### src/rtl/pakfifo_buf.sv
// Elastic packet buffer: 4-phase req/ack receive channel into a circular store,
// replayed in strict FIFO order on a 4-phase req/ack send channel.
module pakfifo_buf #(
    parameter int ASZ = 4,
    parameter int DSZ = 8,
    parameter int RSZ = 4,
    parameter int PSZ = ASZ + DSZ + RSZ,
    parameter int FLG = 2
) (
    input  logic           i_clk,
    input  logic           reset,
    input  logic [PSZ-1:0] rcv0_data,
    input  logic           rcv0_req,
    output logic           rcv0_ack,
    output logic [PSZ-1:0] snd0_data,
    output logic           snd0_req,
    input  logic           snd0_ack,
    output logic [FLG:0]   dbg_count,
    output logic           dbg_busy
);

    localparam int DEPTH = 2 ** FLG;

    localparam logic       R_IDLE = 1'b0;
    localparam logic       R_HOLD = 1'b1;
    localparam logic [1:0] S_IDLE = 2'd0;
    localparam logic [1:0] S_REQ  = 2'd1;
    localparam logic [1:0] S_DROP = 2'd2;

    localparam logic [FLG:0] PTR_ONE  = {{FLG{1'b0}}, 1'b1};
    localparam logic [FLG:0] PTR_ZERO = {(FLG + 1){1'b0}};

    logic [PSZ-1:0] mem [0:DEPTH-1];

    logic           rcv_state_r;
    logic [1:0]     snd_state_r;
    logic [FLG:0]   wr_ptr_r;
    logic [FLG:0]   rd_ptr_r;

    logic           rcv_state_s;
    logic [1:0]     snd_state_s;
    logic [FLG:0]   wr_ptr_s;
    logic [FLG:0]   rd_ptr_s;
    logic           rcv_ack_s;
    logic           snd_req_s;
    logic [PSZ-1:0] snd_data_s;
    logic [FLG:0]   count_s;
    logic           busy_s;
    logic           wr_en_s;
    logic           empty_s;
    logic           full_s;

    // Occupancy flags come from registered pointers, so a freed slot is seen one edge later.
    always_comb begin
        empty_s = (wr_ptr_r == rd_ptr_r);
        full_s  = (wr_ptr_r[FLG-1:0] == rd_ptr_r[FLG-1:0]) && (wr_ptr_r[FLG] != rd_ptr_r[FLG]);
    end

    // Receive handshake: one write per req pulse, backpressure by withholding ack.
    always_comb begin
        rcv_state_s = rcv_state_r;
        wr_ptr_s    = wr_ptr_r;
        rcv_ack_s   = rcv0_ack;
        wr_en_s     = 1'b0;
        case (rcv_state_r)
            R_IDLE: begin
                if (rcv0_req && !full_s) begin
                    wr_en_s     = 1'b1;
                    wr_ptr_s    = wr_ptr_r + PTR_ONE;
                    rcv_ack_s   = 1'b1;
                    rcv_state_s = R_HOLD;
                end else begin
                    rcv_ack_s   = 1'b0;
                end
            end
            R_HOLD: begin
                if (!rcv0_req) begin
                    rcv_ack_s   = 1'b0;
                    rcv_state_s = R_IDLE;
                end else begin
                    rcv_ack_s   = 1'b1;
                end
            end
            default: begin
                rcv_ack_s   = 1'b0;
                rcv_state_s = R_IDLE;
            end
        endcase
    end

    // Send handshake: data is latched on request and held until the next packet is offered.
    always_comb begin
        snd_state_s = snd_state_r;
        rd_ptr_s    = rd_ptr_r;
        snd_req_s   = snd0_req;
        snd_data_s  = snd0_data;
        case (snd_state_r)
            S_IDLE: begin
                if (!empty_s) begin
                    snd_data_s  = mem[rd_ptr_r[FLG-1:0]];
                    snd_req_s   = 1'b1;
                    snd_state_s = S_REQ;
                end else begin
                    snd_req_s   = 1'b0;
                end
            end
            S_REQ: begin
                if (snd0_ack) begin
                    snd_req_s   = 1'b0;
                    rd_ptr_s    = rd_ptr_r + PTR_ONE;
                    snd_state_s = S_DROP;
                end else begin
                    snd_req_s   = 1'b1;
                end
            end
            S_DROP: begin
                snd_req_s = 1'b0;
                if (!snd0_ack) begin
                    snd_state_s = S_IDLE;
                end else begin
                    snd_state_s = S_DROP;
                end
            end
            default: begin
                snd_req_s   = 1'b0;
                snd_state_s = S_IDLE;
            end
        endcase
    end

    // Debug outputs are computed from next state so they register alongside it.
    always_comb begin
        count_s = wr_ptr_s - rd_ptr_s;
        busy_s  = (count_s != PTR_ZERO) || (rcv_state_s == R_HOLD) || (snd_state_s != S_IDLE);
    end

    // Control and output registers.
    always_ff @(posedge i_clk or posedge reset) begin
        if (reset) begin
            rcv_state_r <= R_IDLE;
            snd_state_r <= S_IDLE;
            wr_ptr_r    <= PTR_ZERO;
            rd_ptr_r    <= PTR_ZERO;
            rcv0_ack    <= 1'b0;
            snd0_req    <= 1'b0;
            snd0_data   <= {PSZ{1'b0}};
            dbg_count   <= PTR_ZERO;
            dbg_busy    <= 1'b0;
        end else begin
            rcv_state_r <= rcv_state_s;
            snd_state_r <= snd_state_s;
            wr_ptr_r    <= wr_ptr_s;
            rd_ptr_r    <= rd_ptr_s;
            rcv0_ack    <= rcv_ack_s;
            snd0_req    <= snd_req_s;
            snd0_data   <= snd_data_s;
            dbg_count   <= count_s;
            dbg_busy    <= busy_s;
        end
    end

    // Packet store; contents are invalidated by the pointer reset, not cleared.
    always_ff @(posedge i_clk) begin
        if (wr_en_s) begin
            mem[wr_ptr_r[FLG-1:0]] <= rcv0_data;
        end
    end

endmodule

### config.mk
export PLATFORM = sky130hd
export DESIGN_NAME = pakfifo_buf
export DESIGN_NICKNAME = d
export VERILOG_FILES = /design/src/rtl/pakfifo_buf.sv
export SDC_FILE = /design/constraint.sdc
export NUM_CORES = 1
export LEC_CHECK = 0
export ABC_AREA = 1
export CAP_MARGIN = 20
export CORE_MARGIN = 1
export CORE_UTILIZATION = 25
export CTS_CLUSTER_DIAMETER = 40
export DETAILED_ROUTE_END_ITERATION = 10
export HOLD_SLACK_MARGIN = 0.12
export PLACE_DENSITY = 0.5
export REMOVE_ABC_BUFFERS = 1
export SYNTH_ARGS = -nofsm -noshare
export SYNTH_HDL_FRONTEND = slang
export SYNTH_SLANG_ARGS = --single-unit
### constraint.sdc
create_clock -name i_clk -period 6.2 [get_ports i_clk]
set_input_delay 1.55 -clock i_clk [delete_from_list [all_inputs] [get_ports i_clk]]
set_output_delay 1.55 -clock i_clk [all_outputs]
set_load 0.02 [all_outputs]
==> results of run 1 <==
-- power by group through the flow --
stage	Sequential (mW)	Clock (mW)	Combinational [mW]
global placement	0.957	0	1.02
CTS	0.950	0.571	1.03
finish	0.946	0.548	1.02
global route	0.966	0.589	1.15
floorplan	1.05	0	0.550
detailed placement	0.961	0	1.03
-- layer usage --
layer  global-route usage [%]  up-vias
met5                        0        -
met3                     3.44        4
met4                     3.37        0
met2                     19.3       55
met1                     14.4     1182
li1                         -     1197
-- sequential cells by signal, indices dropped and copies added, names as in the netlist --
signal and flops:
dbg_count 3, dbg_busy 1, snd_state_r 2, mem 64, snd0_data 16, rcv_state_r 1, wr_ptr_r 3, snd0_req 1
rd_ptr_r 3
-- area by class of cell --
cell class / instances / share of cell area (%)
sequential: 94 / 56.3
multi-input combinational: 196 / 21.4
inverter: 21 / 1.71
tap: 184 / 4.85
clock inverter: 7 / 1.53
timing repair buffer: 45 / 9.44
clock buffer: 9 / 4.75
-- how the worst max path moves through the flow --
stage,from,end,slack [ns],cells after the start
after floorplan,rcv0_req,dbg_busy,2.82,12
after global placement,rcv0_req,dbg_busy,2.22,13
after detailed placement,snd0_ack,dbg_busy,2.16,11
after CTS,snd0_ack,dbg_busy,2.52,11
after global routing,snd0_ack,dbg_busy,2.29,12
final,snd0_ack,dbg_busy,2.54,12
-- layout by cell type, fill, tap and decap left out --
cell type	instances
nor3b_1	1
o22ai_1	16
fa_1	1
clkbuf_16	9
buf_8	1
nand3_2	1
o21ai_0	33
nand2_2	4
nand3_1	7
inv_1	19
clkdlybuf4s50_1	41
xnor3_1	1
clkinvlp_4	2
ha_1	6
nand3_4	1
inv_8	1
nand4_1	1
nor2_2	3
a21oi_1	17
nand2_1	28
xor2_1	1
xor2_2	1
or2_2	1
bufinv_16	1
clkinv_1	2
nor2_1	71
dfrtp_1	30
edfxtp_1	64
buf_4	3
nand2_4	2
inv_6	1
inv_4	1
inv_2	1
-- kinds of logic after synthesis --
family,synth area share [%]
xor gates and xnor gates,1.24
and+or+nand+nor,13.5
DFF,69.8
adders and majority gates,2.49
AOI/OAI and AO/OA,9.16
buffers and inverters,3.79
-- worst min-delay path: stages (launching register included) --
cell,delay [ns]
dfrtp_1,0.35
a21oi_1,0.04
nor2_1,0.08
-- through the flow --
step                power [mW]  worst slack, ns
floorplan                 1.60             2.82
finish                    2.52             2.54
global route              2.70             2.29
global placement          1.98             2.22
CTS                       2.56             2.52
detailed placement        1.99             2.16
==> out/results.tsv, run 1 <==
stage	metric	value	unit
final_layout	nNetsFinal	394	
clock_network	postCtsHoldBufs	0	
routing	vias	2438	
logic_synthesis	synthesis.area	0.00383	mm2
worst_setup_path	worst_path_dominant_cell_family	simple AND/OR/NAND/NOR gates	
clock_network	path_clk_slew	0.06	ns
floorplanning	fp.dieH	126	um
logic_synthesis	number_of_enable_type_register_cells_in_the_synthesized_netlist	64	
grt	grt_util_all_layers	11.5	%
routing	wl_met2	4.22	mm
floorplanning	dieArea	0.0158	mm2
timing	final.min_clock_period	3.66	ns
final_layout	sequential_cell_area	0.00267	mm2
timing	hold-worst-slack	0.509	ns
clock_network	cts.repair_timing.setup_buffer_count	0	
final_layout	layout-drive-gt1-share	8.87	%
worst_setup_path	cp_common_cell	nor2_1	
timing	grt_setup_unrepaired	false	
clock_network	clock_sink_count	94	
worst_setup_path	worst_r2r_endpoint	dbg_busy	
flow_run	max_cap_viol_count	0	
logic_synthesis	synthesis.yosys.warnings	0	
logic_synthesis	yosys-top-cells-count	nor2_1, edfxtp_1, o21ai_0	
logic_synthesis	synth.top_cell.area_share	50.2	%
logic_synthesis	synth_ff_type	edfxtp_1	
worst_setup_path	r2r_setup_slack	2.93	ns
power_and_ir_drop	p_sw_share	38.4	%
clock_network	tritoncts	yes	
logic_synthesis	post_synth_main_area_contributors	edfxtp_1, dfrtp_1, nor2_1	
clock_network	numCtsBuffers	9	
routing	wl_met3	301	um
timing	fin_crit_sh	59.1	%
routing	initialDrtViolationCount	126	
routing	drtPass1Iterations	4	
routing	wl_met1	4.03	mm
logic_synthesis	async_reset_ff_share	31.9	%
power_and_ir_drop	share_seq_of_total_power	37.6	%
timing	slew_viol_final	0	
worst_setup_path	rr_worst_depth	14	
min_path	min_path_type	register to register	
grt	first_pass_grt_wire_length	13.5	mm
power_and_ir_drop	share_clk_of_total_power	21.8	%
final_layout	layout.cells.non_filler	556	
clock_network	cts.htree.levels	3	
timing	fin_worst_skew	0.00904	ns
grt	overflow	0	
clock_network	ctsLongestPathBuffers	2	
final_layout	antenna_diode_count	0	
final_layout	layout.filler_cells	1483	
grt	grt_max_degree	37	
worst_setup_path	end_kind	register	
grt	grt_pass1_vias	2448	
clock_network	clkLatencyLatePin	0.34	ns
routing	maxUsedRoutingLayer	met4	
clock_network	cts.repair.resized	0	
floorplanning	placementRows	44	
clock_network	cts_root_buf	clkbuf_16	
worst_setup_path	critPathMaxStageDelay	0.51	ns
final_layout	multi_input_area	0.00101	mm2
worst_setup_path	worst_ep_required_time	6.42	ns
final_layout	final_core_util	32.1	%
power_and_ir_drop	power_leakage	1.76	nW
worst_setup_path	slowest_stage	clkdlybuf4s50_1	
min_path	worst_hold_path.endpoint	snd0_data[12]	
routing	wl	8.58	mm
power_and_ir_drop	power.net_switching	0.967	mW
min_path	hold_path_startpoint	snd0_data[12]	
placed_design	gp_congestion	0.739	
timing	timing_worst_slew_pin_value	1.05	ns
floorplanning	die_w	126	um
power_and_ir_drop	ir_worst_vdd	0.000172	V
floorplanning	top_level_port_count	42	
timing	hold_violations	0	
logic_synthesis	sequential_share_of_the_synthesized_area	69.8	%
routing	route.antenna.remaining_nets	0	
worst_setup_path	critical_path_cell_list	clkdlybuf4s50_1, inv_1, nor2_1, xor2_1, ha_1, inv_1, fa_1, or2_2, nor2_1, nand3_1, nor2_1, nand3_1	
power_and_ir_drop	cellInternalPower	1.55	mW
power_and_ir_drop	powerDensity	531	mW/mm2
logic_synthesis	yosys.area.top_type	edfxtp_1	
routing	drc	0	
timing	final-setup-viol-count	0	
timing	achievable-frequency	273	MHz
floorplanning	fp.coreArea	0.0148	mm2
worst_setup_path	critical_path_peak_fanout	3	
logic_synthesis	synth_cells	323	
worst_setup_path	worst-setup-path-type	input port to register	
timing	maxSlewHeadroom	30.0	%
min_path	hold_depth	2	
placed_design	dp.final_hpwl	4.99	mm
final_layout	finalInstanceArea	0.00474	mm2
power_and_ir_drop	combPwrFrac	40.7	%
final_layout	area.growth.synth_to_final	24.0	%
routing	routed_via_density	4.38	
grt	antenna_found_initial	0	
worst_setup_path	worst_ep_arrival_time	3.89	ns
run_status	outcome	finished clean	
worst_setup_path	startpoint_type	input port	
logic_synthesis	postSynthAreaPerCell	11.8	um2
placed_design	place.detailed.instances	539	
logic_synthesis	synthMostInstantiatedCell	nor2_1	
routing	avgRoutedWirePerCell	15.4	um
worst_setup_path	worst-path-buf-inv	3	
placed_design	placed_cell_area	0.00443	mm2
floorplanning	floorplan.initialDensity	25.9	%
worst_setup_path	r2r-start	rd_ptr_r[1]	
logic_synthesis	ys_ff_latch	94	
logic_synthesis	synthDistinctLibCells	29	
timing	tns	0	ns
placed_design	io_buffer_count	41	
No activity file was read; power rests on OpenSTA's default activity.
==> inputs of run 2 (changes only) <==
==> constraint.sdc (replaced) <==
create_clock -name i_clk -period 3.8 [get_ports i_clk]
set_input_delay 0.95 -clock i_clk [delete_from_list [all_inputs] [get_ports i_clk]]
set_output_delay 0.95 -clock i_clk [all_outputs]
set_load 0.02 [all_outputs]
==> run 2 against run 1 <==
Compared with the run above: cell count rose by 0.90%; routed wire length fell by 3.1%; worst hold slack improved by 0.0028 ns; core utilization increased by 0.22 points; die area unchanged; total power is 64% higher; design area up 0.69%.
==> out/results.tsv, run 2 (synthesized netlist as in run 1, its figures left out) <==
stage	metric	value	unit	change
routing	avgRoutedWirePerCell	14.8	um	-4.0%
final_layout	area.growth.synth_to_final	24.8	%	
routing	route.antenna.remaining_nets	0		unchanged
worst_setup_path	worst-path-buf-inv	3		unchanged
final_layout	largest_reg_flops	64		unchanged
clock_network	clock_sink_count	94		unchanged
clock_network	cts.repair.resized	0		unchanged
grt	first_pass_grt_wire_length	13.3	mm	-1.7%
placed_design	gp_congestion	0.778		+5.2%
timing	tns	0	ns	unchanged
grt	grt_util_all_layers	11.2	%	-0.37 points
power_and_ir_drop	p_sw_share	38.1	%	-0.30 points
power_and_ir_drop	ir_worst_vdd	0.000266	V	+55%
power_and_ir_drop	share_seq_of_total_power	37.2	%	-0.4 points
routing	drtPass1Iterations	4		unchanged
grt	overflow	0		unchanged
final_layout	antenna_diode_count	0		unchanged
worst_setup_path	worst_ep_arrival_time	3.33	ns	-0.56 ns
worst_setup_path	rr_worst_depth	9		-5
worst_setup_path	critical_path_peak_fanout	3		unchanged
timing	timing_worst_slew_pin_value	1.05	ns	-0.00324 ns
clock_network	cts_root_buf	clkbuf_16		
clock_network	numCtsBuffers	9		unchanged
power_and_ir_drop	powerDensity	864	mW/mm2	+63%
power_and_ir_drop	overall_power	4.13	mW	+64%
timing	grt_setup_unrepaired	false		
grt	grt_pass1_vias	2416		-1.3%
worst_setup_path	path_depth	12		unchanged
clock_network	cts.repair_timing.setup_buffer_count	0		unchanged
routing	drc	0		unchanged
worst_setup_path	worst_ep_required_time	4.03	ns	-2.39 ns
timing	achievable-frequency	323	MHz	
floorplanning	placementRows	44		unchanged
worst_setup_path	cp_common_cell	nor2_1		
timing	final-setup-viol-count	0		unchanged
worst_setup_path	startpoint_type	input port		
clock_network	cts.htree.levels	3		unchanged
worst_setup_path	worst-setup-path-type	input port to register		
routing	initialDrtViolationCount	145		+15%
timing	slew_viol_final	0		unchanged
floorplanning	top_level_port_count	42		unchanged
worst_setup_path	crit_end	dbg_busy		
run_status	outcome	finished clean		
power_and_ir_drop	combPwrFrac	40.8	%	about the same
final_layout	nNetsFinal	399		+1.3%
routing	wl	8.31	mm	-3.1%
routing	routed_via_density	4.32		-1.4%
worst_setup_path	critPathMaxStageDelay	0.51	ns	about the same
clock_network	postCtsHoldBufs	0		unchanged
power_and_ir_drop	power_leakage	1.80	nW	+1.9%
final_layout	layout-drive-gt1-share	10.1	%	+1.2 points
timing	hold_violations	0		unchanged
routing	vias	2426		-0.49%
worst_setup_path	end_kind	register		
final_layout	layout_commonest_cell	nor2_1		
worst_setup_path	worst_path_dominant_cell_family	simple AND/OR/NAND/NOR gates		
worst_setup_path	r2r-start	rd_ptr_r[0]		
power_and_ir_drop	share_clk_of_total_power	22.0	%	+0.2 points
placed_design	io_buffer_count	41		unchanged
placed_design	dp.final_hpwl	5.08	mm	+1.7%
min_path	min_path_type	register to register		
timing	fin_worst_skew	0.00569	ns	-0.00335 ns
grt	antenna_found_initial	0		unchanged
floorplanning	fp.coreArea	0.0148	mm2	unchanged
clock_network	path_clk_slew	0.07	ns	about the same
flow_run	max_cap_viol_count	0		unchanged
timing	final.min_clock_period	3.10	ns	
floorplanning	die_w	126	um	unchanged
power_and_ir_drop	cellInternalPower	2.56	mW	+65%
timing	maxSlewHeadroom	30.3	%	+0.22 points
clock_network	ctsLongestPathBuffers	2		unchanged
timing	fin_crit_sh	81.6	%	
final_layout	most-common-layout-cells	nor2_1, edfxtp_1, clkdlybuf4s50_1		
worst_setup_path	critical_path_cell_list	clkdlybuf4s50_1, inv_1, nor2_1, xor2_1, ha_1, inv_1, fa_1, or2_2, nor2_1, nand3_1, nor2_1, nand3_1		
clock_network	tritoncts	yes		
clock_network	clkLatencyLatePin	0.34	ns	about the same
worst_setup_path	slowest_stage	clkdlybuf4s50_1		
worst_setup_path	first_element_of_the_critical_path	snd0_ack		
floorplanning	fp.dieH	126	um	unchanged
worst_setup_path	r2r_setup_slack	1.03	ns	-1.90 ns
floorplanning	floorplan.initialDensity	25.9	%	unchanged
timing	hold-worst-slack	0.512	ns	+0.00279 ns
worst_setup_path	worst_r2r_endpoint	dbg_busy		
floorplanning	dieArea	0.0158	mm2	unchanged
power_and_ir_drop	power.net_switching	1.57	mW	+63%
grt	grt_max_degree	33		-11%
==> run 2: area by class of cell <==
type                       instances  area (um2)
clock inverter                     7        80.1
timing repair buffer              50         478
multi-input combinational        196        1010
sequential                        94        2670
clock buffer                       9         225
tap                              184         230
fill                            1492        9980
inverter                          21        81.3
==> run 2: how the worst min path moves through the flow <==
| stage | from | to | cells after the start |
|---|---|---|---|
| floorplan | wr_ptr_r[2] | wr_ptr_r[2] | 2 |
| global placement | snd0_data[4] | snd0_data[4] | 2 |
| detailed placement | snd0_data[14] | snd0_data[14] | 2 |
| CTS | snd0_data[8] | snd0_data[8] | 2 |
| global route | snd0_data[9] | snd0_data[9] | 2 |
| finish | snd0_data[8] | snd0_data[8] | 2 |
==> run 2: per-layer routing <==
layer | share of wire, % | vias up | track usage [%]
met4 | 1.0 | 0 | 3.66
met1 | 46 | 1144 | 14.2
met5 | 0 | - | 0
li1 | - | 1213 | -
met3 | 5.1 | 8 | 2.76
met2 | 48 | 61 | 18.6
==> run 2: metrics by stage <==
stage / std cells / utilization [%] / area, um2 / worst slack (ns)
CTS: 561 / 32.4 / 4780 / 0.701
detailed placement: 545 / 30.3 / 4470 / 0.383
finish: 561 / 32.4 / 4780 / 0.700
floorplan: 311 / - / 3760 / 0.815
global route: 561 / 32.4 / 4780 / 0.495
global placement: 545 / 30.3 / 4470 / 0.433
==> run 2: tightest hold or removal path, stage by stage (launching register included) <==
cell and delay, ns:
dfrtp_1 0.34, a21oi_1 0.05, nor2_1 0.09
==> run 2: power by group through the flow <==
| stage | clock (mW) | combinational (mW) | sequential (mW) |
|---|---|---|---|
| 6_report | 0.907 | 1.68 | 1.54 |
| 5_1_grt | 0.971 | 1.91 | 1.57 |
| 4_1_cts | 0.940 | 1.72 | 1.54 |
| 3_5_place_dp | 0 | 1.71 | 1.55 |
| 3_3_place_gp | 0 | 1.70 | 1.55 |
| 2_1_floorplan | 0 | 0.897 | 1.71 |
